<file path="src/rtl/mem_stage_if.sv">
// Byte-serial memory port between the MEM stage and the arbitrated memory.
//   master: driven by mem_stage (request side)
//   slave : driven by the memory / arbiter (grant and read-data side)
// Signals:
//   mem_req   byte-transfer request
//   mem_we    1 = write, 0 = read
//   mem_addr  byte address
//   mem_wdata write byte
//   mem_gnt   transfer accepted this cycle when mem_req=1
//   mem_rdata read byte, valid the cycle after an accepted read
interface mem_stage_if #(
  parameter int unsigned ADDR_W = 32
) ();
  logic              mem_req;
  logic              mem_we;
  logic [ADDR_W-1:0] mem_addr;
  logic [7:0]        mem_wdata;
  logic              mem_gnt;
  logic [7:0]        mem_rdata;

  modport master (
    output mem_req,
    output mem_we,
    output mem_addr,
    output mem_wdata,
    input  mem_gnt,
    input  mem_rdata
  );

  modport slave (
    input  mem_req,
    input  mem_we,
    input  mem_addr,
    input  mem_wdata,
    output mem_gnt,
    output mem_rdata
  );
endinterface

</file>
<file path="src/rtl/mem_stage.sv">
// Memory-access stage of the 5-stage RV32I pipeline (between EX/MEM and MEM/WB).
// Non-memory results pass straight through to writeback. Loads and stores
// (LB/LH/LW/LBU/LHU/SB/SH/SW) run as byte-serial little-endian transfers on an
// 8-bit arbitrated port; stallreq is raised while a transfer is in progress.
//
// Ports:
//   clk, rst          clock; synchronous active-high reset
//   in_wd/in_wreg     destination register / write-enable from EX/MEM
//   in_wdata          ALU result from EX/MEM
//   in_aluop          operation code (EXE_*_OP encodings)
//   in_mem_addr       effective byte address
//   in_reg2           store data
//   in_next           one-cycle pulse: new instruction latched into EX/MEM
//   wb_wd/wb_wreg/wb_wdata  results to MEM/WB
//   stallreq          stall request to the pipeline controller
//   misalign          alignment fault pulse
//   mem               byte-serial memory port (mem_stage_if.master)
//
// Optional build macro: MEM_ALIGN_CHECK_EN
//   defined   - halfword/word accesses are alignment-checked in IDLE; a faulting
//               op pulses misalign for one cycle and is not performed
//   undefined - any address is accepted and misalign is constant 0
module mem_stage #(
  parameter int unsigned ADDR_W = 32
) (
  input  logic              clk,
  input  logic              rst,
  input  logic [4:0]        in_wd,
  input  logic              in_wreg,
  input  logic [31:0]       in_wdata,
  input  logic [7:0]        in_aluop,
  input  logic [ADDR_W-1:0] in_mem_addr,
  input  logic [31:0]       in_reg2,
  input  logic              in_next,
  output logic [4:0]        wb_wd,
  output logic              wb_wreg,
  output logic [31:0]       wb_wdata,
  output logic              stallreq,
  output logic              misalign,
  mem_stage_if.master       mem
);

  // EXE_*_OP encodings for the memory operations.
  localparam logic [7:0] OpLb  = 8'b1110_0000;
  localparam logic [7:0] OpLh  = 8'b1110_0001;
  localparam logic [7:0] OpLw  = 8'b1110_0011;
  localparam logic [7:0] OpLbu = 8'b1110_0100;
  localparam logic [7:0] OpLhu = 8'b1110_0101;
  localparam logic [7:0] OpSb  = 8'b1110_1000;
  localparam logic [7:0] OpSh  = 8'b1110_1001;
  localparam logic [7:0] OpSw  = 8'b1110_1011;

  typedef enum logic [1:0] {StIdle, StAccess, StDrain, StDone} state_e;

  state_e            state_q;
  logic [7:0]        op_q;
  logic [4:0]        wd_q;
  logic              wreg_q;
  logic              is_store_q;
  logic [31:0]       reg2_q;
  logic [2:0]        n_q;
  logic [2:0]        issue_cnt_q;
  logic [2:0]        cap_cnt_q;
  logic              rd_pend_q;
  logic [31:0]       data_q;
  logic              mem_req_q;
  logic              mem_we_q;
  logic [ADDR_W-1:0] mem_addr_q;
  logic [7:0]        mem_wdata_q;

  logic              in_is_mem;
  logic              in_is_store;
  logic [2:0]        in_nbytes;
  logic              fault;
  logic              start;
  logic              last_accept;
  logic [7:0]        next_wbyte;
  logic [31:0]       load_data;

  // Decode of the incoming operation.
  always_comb begin
    in_is_mem   = 1'b1;
    in_is_store = 1'b0;
    in_nbytes   = 3'd1;
    case (in_aluop)
      OpLb, OpLbu: in_nbytes = 3'd1;
      OpLh, OpLhu: in_nbytes = 3'd2;
      OpLw:        in_nbytes = 3'd4;
      OpSb: begin
        in_is_store = 1'b1;
        in_nbytes   = 3'd1;
      end
      OpSh: begin
        in_is_store = 1'b1;
        in_nbytes   = 3'd2;
      end
      OpSw: begin
        in_is_store = 1'b1;
        in_nbytes   = 3'd4;
      end
      default: in_is_mem = 1'b0;
    endcase
  end

`ifdef MEM_ALIGN_CHECK_EN
  always_comb begin
    fault = ((in_nbytes == 3'd2) && in_mem_addr[0]) ||
            ((in_nbytes == 3'd4) && (in_mem_addr[1:0] != 2'b00));
  end
`else
  assign fault = 1'b0;
`endif

  assign start       = (state_q == StIdle) && in_next && in_is_mem && !fault;
  assign misalign    = (state_q == StIdle) && in_next && in_is_mem && fault;
  assign last_accept = mem.mem_gnt && ((issue_cnt_q + 3'd1) == n_q);

  // Store byte for the following transfer (byte issue_cnt + 1).
  always_comb begin
    case (issue_cnt_q)
      3'd0:    next_wbyte = reg2_q[15:8];
      3'd1:    next_wbyte = reg2_q[23:16];
      default: next_wbyte = reg2_q[31:24];
    endcase
  end

  always_ff @(posedge clk) begin
    if (rst) begin
      state_q     <= StIdle;
      op_q        <= 8'd0;
      wd_q        <= 5'd0;
      wreg_q      <= 1'b0;
      is_store_q  <= 1'b0;
      reg2_q      <= 32'd0;
      n_q         <= 3'd0;
      issue_cnt_q <= 3'd0;
      cap_cnt_q   <= 3'd0;
      rd_pend_q   <= 1'b0;
      data_q      <= 32'd0;
      mem_req_q   <= 1'b0;
      mem_we_q    <= 1'b0;
      mem_addr_q  <= '0;
      mem_wdata_q <= 8'd0;
    end else begin
      // Read data arrives the cycle after its accept; land it in the next lane.
      rd_pend_q <= 1'b0;
      if (rd_pend_q) begin
        case (cap_cnt_q)
          3'd0:    data_q[7:0]   <= mem.mem_rdata;
          3'd1:    data_q[15:8]  <= mem.mem_rdata;
          3'd2:    data_q[23:16] <= mem.mem_rdata;
          default: data_q[31:24] <= mem.mem_rdata;
        endcase
        cap_cnt_q <= cap_cnt_q + 3'd1;
      end

      unique case (state_q)
        StIdle: begin
          if (start) begin
            op_q        <= in_aluop;
            wd_q        <= in_wd;
            wreg_q      <= in_wreg;
            is_store_q  <= in_is_store;
            reg2_q      <= in_reg2;
            n_q         <= in_nbytes;
            issue_cnt_q <= 3'd0;
            cap_cnt_q   <= 3'd0;
            data_q      <= 32'd0;
            mem_req_q   <= 1'b1;
            mem_we_q    <= in_is_store;
            mem_addr_q  <= in_mem_addr;
            mem_wdata_q <= in_reg2[7:0];
            state_q     <= StAccess;
          end
        end
        StAccess: begin
          // Without a grant every request output simply holds.
          if (mem.mem_gnt) begin
            issue_cnt_q <= issue_cnt_q + 3'd1;
            rd_pend_q   <= !is_store_q;
            if (last_accept) begin
              mem_req_q   <= 1'b0;
              mem_we_q    <= 1'b0;
              mem_addr_q  <= '0;
              mem_wdata_q <= 8'd0;
              state_q     <= is_store_q ? StDone : StDrain;
            end else begin
              mem_addr_q  <= mem_addr_q + ADDR_W'(1);
              mem_wdata_q <= next_wbyte;
            end
          end
        end
        StDrain: state_q <= StDone;
        StDone:  state_q <= StIdle;
        default: state_q <= StIdle;
      endcase
    end
  end

  // Load result extension.
  always_comb begin
    load_data = data_q;
    case (op_q)
      OpLb:    load_data = {{24{data_q[7]}}, data_q[7:0]};
      OpLbu:   load_data = {24'd0, data_q[7:0]};
      OpLh:    load_data = {{16{data_q[15]}}, data_q[15:0]};
      OpLhu:   load_data = {16'd0, data_q[15:0]};
      default: load_data = data_q;
    endcase
  end

  always_comb begin
    wb_wd    = in_wd;
    wb_wreg  = in_wreg;
    wb_wdata = in_wdata;
    unique case (state_q)
      StIdle: begin
        // A memory op is only written back from DONE.
        if (in_is_mem) wb_wreg = 1'b0;
      end
      StAccess, StDrain: wb_wreg = 1'b0;
      StDone: begin
        wb_wd    = wd_q;
        wb_wreg  = wreg_q && !is_store_q;
        wb_wdata = load_data;
      end
      default: wb_wreg = 1'b0;
    endcase
  end

  assign stallreq = start || (state_q == StAccess) || (state_q == StDrain);

  assign mem.mem_req   = mem_req_q;
  assign mem.mem_we    = mem_we_q;
  assign mem.mem_addr  = mem_addr_q;
  assign mem.mem_wdata = mem_wdata_q;

endmodule

</file>
<file path="src/flat_wrapper.sv">
// flat-port wrapper written by rule: the top's interface ports become plain ports
module mem_stage_flat 
#(
  parameter int unsigned ADDR_W = 32
)
  (clk, rst, in_wd, in_wreg, in_wdata, in_aluop, in_mem_addr, in_reg2, in_next, wb_wd, wb_wreg, wb_wdata, stallreq, misalign, mem_mem_req, mem_mem_we, mem_mem_addr, mem_mem_wdata, mem_mem_gnt, mem_mem_rdata);
  mem_stage_if #(.ADDR_W(ADDR_W)) mem_i ();
  input  logic clk;
  input  logic rst;
  input  logic [4:0] in_wd;
  input  logic in_wreg;
  input  logic [31:0] in_wdata;
  input  logic [7:0] in_aluop;
  input  logic [ADDR_W-1:0] in_mem_addr;
  input  logic [31:0] in_reg2;
  input  logic in_next;
  output logic [4:0] wb_wd;
  output logic wb_wreg;
  output logic [31:0] wb_wdata;
  output logic stallreq;
  output logic misalign;
  output wire logic [$bits(mem_i.mem_req)-1:0] mem_mem_req;
  output wire logic [$bits(mem_i.mem_we)-1:0] mem_mem_we;
  output wire logic [$bits(mem_i.mem_addr)-1:0] mem_mem_addr;
  output wire logic [$bits(mem_i.mem_wdata)-1:0] mem_mem_wdata;
  input wire logic [$bits(mem_i.mem_gnt)-1:0] mem_mem_gnt;
  input wire logic [$bits(mem_i.mem_rdata)-1:0] mem_mem_rdata;
  assign mem_mem_req = mem_i.mem_req;
  assign mem_mem_we = mem_i.mem_we;
  assign mem_mem_addr = mem_i.mem_addr;
  assign mem_mem_wdata = mem_i.mem_wdata;
  assign mem_i.mem_gnt = mem_mem_gnt;
  assign mem_i.mem_rdata = mem_mem_rdata;
  mem_stage #(.ADDR_W(ADDR_W)) u_core (.clk(clk), .rst(rst), .in_wd(in_wd), .in_wreg(in_wreg), .in_wdata(in_wdata), .in_aluop(in_aluop), .in_mem_addr(in_mem_addr), .in_reg2(in_reg2), .in_next(in_next), .wb_wd(wb_wd), .wb_wreg(wb_wreg), .wb_wdata(wb_wdata), .stallreq(stallreq), .misalign(misalign), .mem(mem_i));
endmodule
</file>
<file path="config.mk">
export PLATFORM = sky130hd
export DESIGN_NAME = mem_stage_flat
export DESIGN_NICKNAME = d
export VERILOG_FILES = /design/src/rtl/mem_stage_if.sv /design/src/rtl/mem_stage.sv /design/src/flat_wrapper.sv
export SDC_FILE = /design/constraint.sdc
export NUM_CORES = 1
export LEC_CHECK = 0
export BUFFER_PORTS_ARGS = -buffer_cell sky130_fd_sc_hd__clkbuf_2
export CAP_MARGIN = 10
export CORE_ASPECT_RATIO = 2
export CORE_MARGIN = 1.5
export CORE_UTILIZATION = 47
export DETAILED_ROUTE_END_ITERATION = 10
export PLACE_DENSITY = 0.78
export SLEW_MARGIN = 20
export SYNTH_ARGS = -nofsm -noshare
export SYNTH_HDL_FRONTEND = slang
export SYNTH_SLANG_ARGS = --single-unit
</file>
<file path="constraint.sdc">
create_clock -name clk -period 2.2 [get_ports clk]
set_clock_uncertainty 0.2 [all_clocks]
set_input_delay 0.33 -clock clk [delete_from_list [all_inputs] [get_ports clk]]
set_output_delay 0.33 -clock clk [all_outputs]
set_load 0.005 [all_outputs]
</file>
* After elaboration in Yosys (flattened, before gate mapping) *
Cells that the tools add are included.

storage, ports and cells
  bits in registers = 133
  output and inout port bits = 82

cells by class
  mux-type cells = 41
  bitwise logic cells = 2
  add/subtract/negate cells = 3
  eq/ne operators = 22
  reduce and logical (&&, ||, !) cells = 22

operators with widths
  cell                                            number
  two-way mux 32 bit                              7
  case mux 32 bit (4 select lines)                1
  == test 8 bit (second input constant)           12
  case mux 32 bit (2 select lines)                1
  two-way mux 8 bit                               7
  adder 32 x 1 -> 32 bit (second input constant)  1
  case mux 8 bit (2 select lines)                 2
  two-way mux 3 bit                               5
  case mux 3 bit (2 select lines)                 2
  OR reduction 3 bit                              4
  two-way mux 1 bit                               8
  case mux 2 bit (4 select lines)                 1
  OR reduction 8 bit                              1
  adder 3 x 1 -> 3 bit (second input constant)    2
  == test 3 x 1 -> 1 bit (second input constant)  2
  zero test 3 bit                                 2
  two-way mux 2 bit                               3
  AND reduction 3 bit                             2
  two-way mux 5 bit                               1
  == test 2 bit (second input constant)           2
  logical AND 1 bit                               4
  != test 2 x 1 -> 1 bit (second input constant)  2
  case mux 1 bit (2 select lines)                 2
  AND reduction 4 bit                             1
  other kinds (12)                                15

* Logic depth before layout (Yosys ltp) *
  word-level depth = 6
  depth in mapped cells = 10

* Least setup slack after synthesis *
No wires, ideal clock.

  path kind = register -> register
  start = register u_core.issue_cnt_q[0]
  end = register u_core.mem_addr_q[0], in the netlist u_core.mem.mem_addr[0]
  period minus slack after synthesis = 2.338 ns
  data arrival time = 2.007 ns
  cell stages (with the launch flop) = 10
  path slack = -0.138 ns
  data required time = 1.868 ns
  buffers on the path = 2
  library setup time = 0.132 ns
  path through = dfxtp_1 inv_1 ha_1 xor2_1 o41ai_2 buf_2 buf_4 nor2_1 a211oi_1 nor3_1

on the way
  word-level cells in the longest chain between the ends = 6

ends and longest elaborated chain
  element                           line              RTL
  start, declared                   mem_stage.sv:62   logic [2:0] issue_cnt_q;
  start signal, assigned            mem_stage.sv:179  issue_cnt_q <= issue_cnt_q + 3'd1;
  adder 3 x 1 -> 3 bit              mem_stage.sv:116  assign last_accept = mem.mem_gnt && ((issue_cnt_q + 3'd1) == n_q);
  == test 3 bit                     mem_stage.sv:116
  logical AND 1 bit                 mem_stage.sv:116
  two-way mux 32 bit                mem_stage.sv:181  if (last_accept) begin
  two-way mux 32 bit                mem_stage.sv:178  if (mem.mem_gnt) begin
  case mux 32 bit (2 select lines)  mem_stage.sv:157  unique case (state_q)
  end signal, assigned              mem_stage.sv:171  mem_addr_q <= in_mem_addr;
  end signal, assigned              mem_stage.sv:188  mem_addr_q <= mem_addr_q + ADDR_W'(1);
  end, declared                     mem_stage.sv:68   logic [ADDR_W-1:0] mem_addr_q;

No other way between the ends. The select of a mux whose other input is x is not followed.
A chain may end at the register's enable or synchronous reset.

* Final worst setup path *
  start = register u_core.op_q[3]
  end = output wb_wdata[9]

on the way
  word-level cells in the longest chain between the ends = 3

ends and longest elaborated chain
  element                             line                RTL
  start, declared                     mem_stage.sv:56     logic [7:0] op_q;
  start signal, assigned              mem_stage.sv:160    op_q <= in_aluop;
  == test 8 bit                       mem_stage.sv:203    case (op_q)
  case mux 32 bit (4 select lines) *  mem_stage.sv:203
  two-way mux 32 bit *                mem_stage.sv:216    unique case (state_q)
  end, declared                       flat_wrapper.sv:19  output logic [31:0] wb_wdata;

Every way passes the cells marked *; elsewhere a longest branch is shown, timed or not.

==> flow_metrics.tcl <==
set metrics [dict create \
    vias 7908 \
    synth_flop_cell "dfxtp_1" \
    antenna_found_initial 0 \
    startpoint_type "register" \
    root_buffer "clkbuf_16" \
    layout_commonest_cell "clkbuf_2" \
    portBuffers 202 \
    io_pins 204 \
    seq_power_share 0.315 \
    grt.busiest_layer "met2" \
    netlist_top_cells_area "dfxtp_1, a21oi_1, nand2_1" \
    grtUsageMet1 0.289 \
    internal_power_mw 5.58 \
    rsz0062_at_grt "true" \
    area_delta_synth_final_pct 54.5 \
    final_max_slew_viol_count 0 \
    worstSkewPairLatency_ps 420 \
    vias_per_cell 5.98 \
    rows 60 \
    endpoint "wb_wdata[9]" \
    cts_tree "done" \
    total_power_mw 8.39 \
    setup_viol 63 \
    worst_ep_arrival_time_ps 1980 \
    firstDrtPassIters 6 \
    avgRoutedWirePerCell_um 18.2 \
    leakage_nw 4.12 \
    max_freq_ghz 0.398 \
    core-area_um2 13400 \
    ys_types 66 \
    antenna_left 0 \
    max_slew.worst_pin.slew_ps 920 \
    period_share 1.14 \
    grt.total_usage 0.301 \
    post-place-ws_ps -75.7 \
    end_kind "output pin" \
    synth_area_leader_cell "dfxtp_1" \
    crit_required_ps 1670 \
    avgSynthCellArea_um2 7.61 \
    netlist_instances 852 \
    pwr-share-clk 0.355 \
    hold_start "in_mem_addr[9]" \
    grt.met2_usage 0.559 \
    r2r-start "u_core.issue_cnt_q[1]" \
    clkTransAtPathRegs_ps 70 \
    drt_iter0_drc 624 \
    cts_buffers 17 \
    die_h_um 169 \
    finalHoldViolCount 0 \
    wl_um 24100 \
    post-route-drc-count 0 \
    min_path_cells 3 \
    cp-startpoint "u_core.op_q[3]" \
    async_reset_ff_frac 0 \
    synth_fp_nets 987 \
    dieArea_um2 14500 \
    grt_max_degree 75 \
    die_w_um 86.0 \
    grt_pass1_wl_um 34600 \
    fin_crit_ps 2510 \
    drive_above_1_share 0.383 \
    run_status "finished with violations" \
    switching_share 0.335 \
    worst_ir_drop_vdd_uv 725 \
    ys_ff_latch 125 \
    syn_area_um2 6480 \
    path_class "reg -> out" \
    synth_edf_count 0 \
    comb_power_share 0.330 \
    drv_cap 0 \
    antenna_cells 0 \
    clockBufferDepth 2 \
    setup_ws_ps -312 \
    violations "negative setup slack" \
    relSlewSlack 0.383 \
    grt.overflow.total 0 \
    cts_sinks 125 \
    worst_r2r_endpoint "u_core.mem.mem_addr[29]" \
    hp-class "in -> reg" \
    final_cell_mix "clkbuf_2, nand2_1, dfxtp_1" \
    use_met3 0.0512 \
    r2r_setup_slack_ps -140 \
    reg2reg_depth 8 \
    synth_top_area_frac 0.386 \
    post-route-util 0.745 \
    switchingPower_mw 2.81 \
    dp_hpwl_um 15200 \
    grt_pass1_vias 7571 \
    path_max_fanout 8 \
    ys_seq_area_frac 0.386 \
    cts.htree.levels 4 \
    num-nets-final 1290 \
    place_congestion 0.868 \
    power_density_nw_per_um2 838 \
    yosys_warnings 0 \
    initial_core_util 0.482 \
]
[worst min-delay path by stage]
stage                             endpoint
floorplan                   u_core.op_q[7]
global placement            u_core.wd_q[0]
detailed placement          u_core.wd_q[0]
CTS                 u_core.mem.mem_addr[9]
global route              u_core.data_q[6]
finish              u_core.mem.mem_addr[9]
[critical path, cell delays in order (launching register included)]
cell and delay (ps):
dfxtp_2 330, nor4b_4 300, nand3_2 150, or2_2 390, a21oi_1 180, a21oi_1 90, buf_2 130
[per-stage QoR]
step           hold WS (ps)  area, um2  TNS (ps)  cells
6_report               3.65      10000     -9090   1323
5_1_grt                20.8      10000    -13490   1323
4_1_cts                5.34       9540     -5920   1309
3_5_place_dp            247       8210      -538   1229
3_3_place_gp            240       8210     -14.9   1229
2_1_floorplan           232       6510         0    852
[timing repair]
action | CTS | global route
endpoints found under the setup margin | 59 | 76
hold buffers | 38 | 1
setup buffers | 10 | 12
pin swaps | 19 | 44
gates cloned | 0 | 3
endpoints found under the hold margin | 40 | 1
resized for setup | 74 | 96
[power by group through the flow]
| stage | clock network, mW | registers, mW | logic, mW |
|---|---|---|---|
| 2_1_floorplan | 0 | 2.68 | 1.05 |
| 3_3_place_gp | 0 | 2.65 | 2.02 |
| 3_5_place_dp | 0 | 2.66 | 2.05 |
| 4_1_cts | 2.98 | 2.62 | 2.28 |
| 5_1_grt | 3.09 | 2.66 | 2.93 |
| 6_report | 2.97 | 2.64 | 2.77 |
[flip-flops by register name (all words and copies together), names as in the netlist]
signal and cells:
u_core.cap_cnt_q 3, u_core.issue_cnt_q 3, u_core.reg2_q 24, u_core.is_store_q 1
u_core.wd_q 5, u_core.mem.mem_wdata 8, u_core.mem.mem_addr 32, u_core.op_q 8
u_core.rd_pend_q 1, u_core.wreg_q 1, u_core.mem.mem_req 1, u_core.state_q 2
u_core.data_q 32, u_core.n_q 3, u_core.mem.mem_we 1
[cell type report]
cell class | count | area [um2]
Clock inverter | 15 | 199
Tap cell | 155 | 194
Clock buffer | 17 | 425
Fill cell | 996 | 3430
Timing Repair Buffer | 344 | 2390
Multi-Input combinational cell | 641 | 4180
Inverter | 26 | 105
Sequential cell | 125 | 2520
[layer usage]
metal	wire [um]	vias to the layer above
met3	1380	148
met1	8050	3714
met5	0	-
li1	-	3644
met4	1650	0
met2	13000	402
[cell usage after synthesis, drive strengths merged (4+ instances only)]
| library cell | n |
|---|---|
| nor4 | 10 |
| a31oi | 5 |
| nand3 | 42 |
| a21o | 4 |
| o21ai | 29 |
| dfxtp | 125 |
| clkbuf | 40 |
| and4 | 4 |
| nor3 | 22 |
| nor2b | 9 |
| nor2 | 83 |
| o32ai | 10 |
| and2 | 5 |
| nand2 | 150 |
| a221oi | 11 |
| ha | 13 |
| a22oi | 10 |
| inv | 26 |
| nand4 | 15 |
| mux2 | 13 |
| buf | 20 |
| mux2i | 12 |
| a21oi | 134 |
[kinds of logic after synthesis]
family / share of synthesized area
flip-flops: 0.386
other: 0.000579
adder cells (fa/ha/maj): 0.0251
multiplexers: 0.0411
AND/OR/NAND/NOR: 0.256
AO/OA/AOI/OAI: 0.227
buffers and inverters: 0.0541
XOR/XNOR: 0.0104
(Power assumes the default switching activity.)
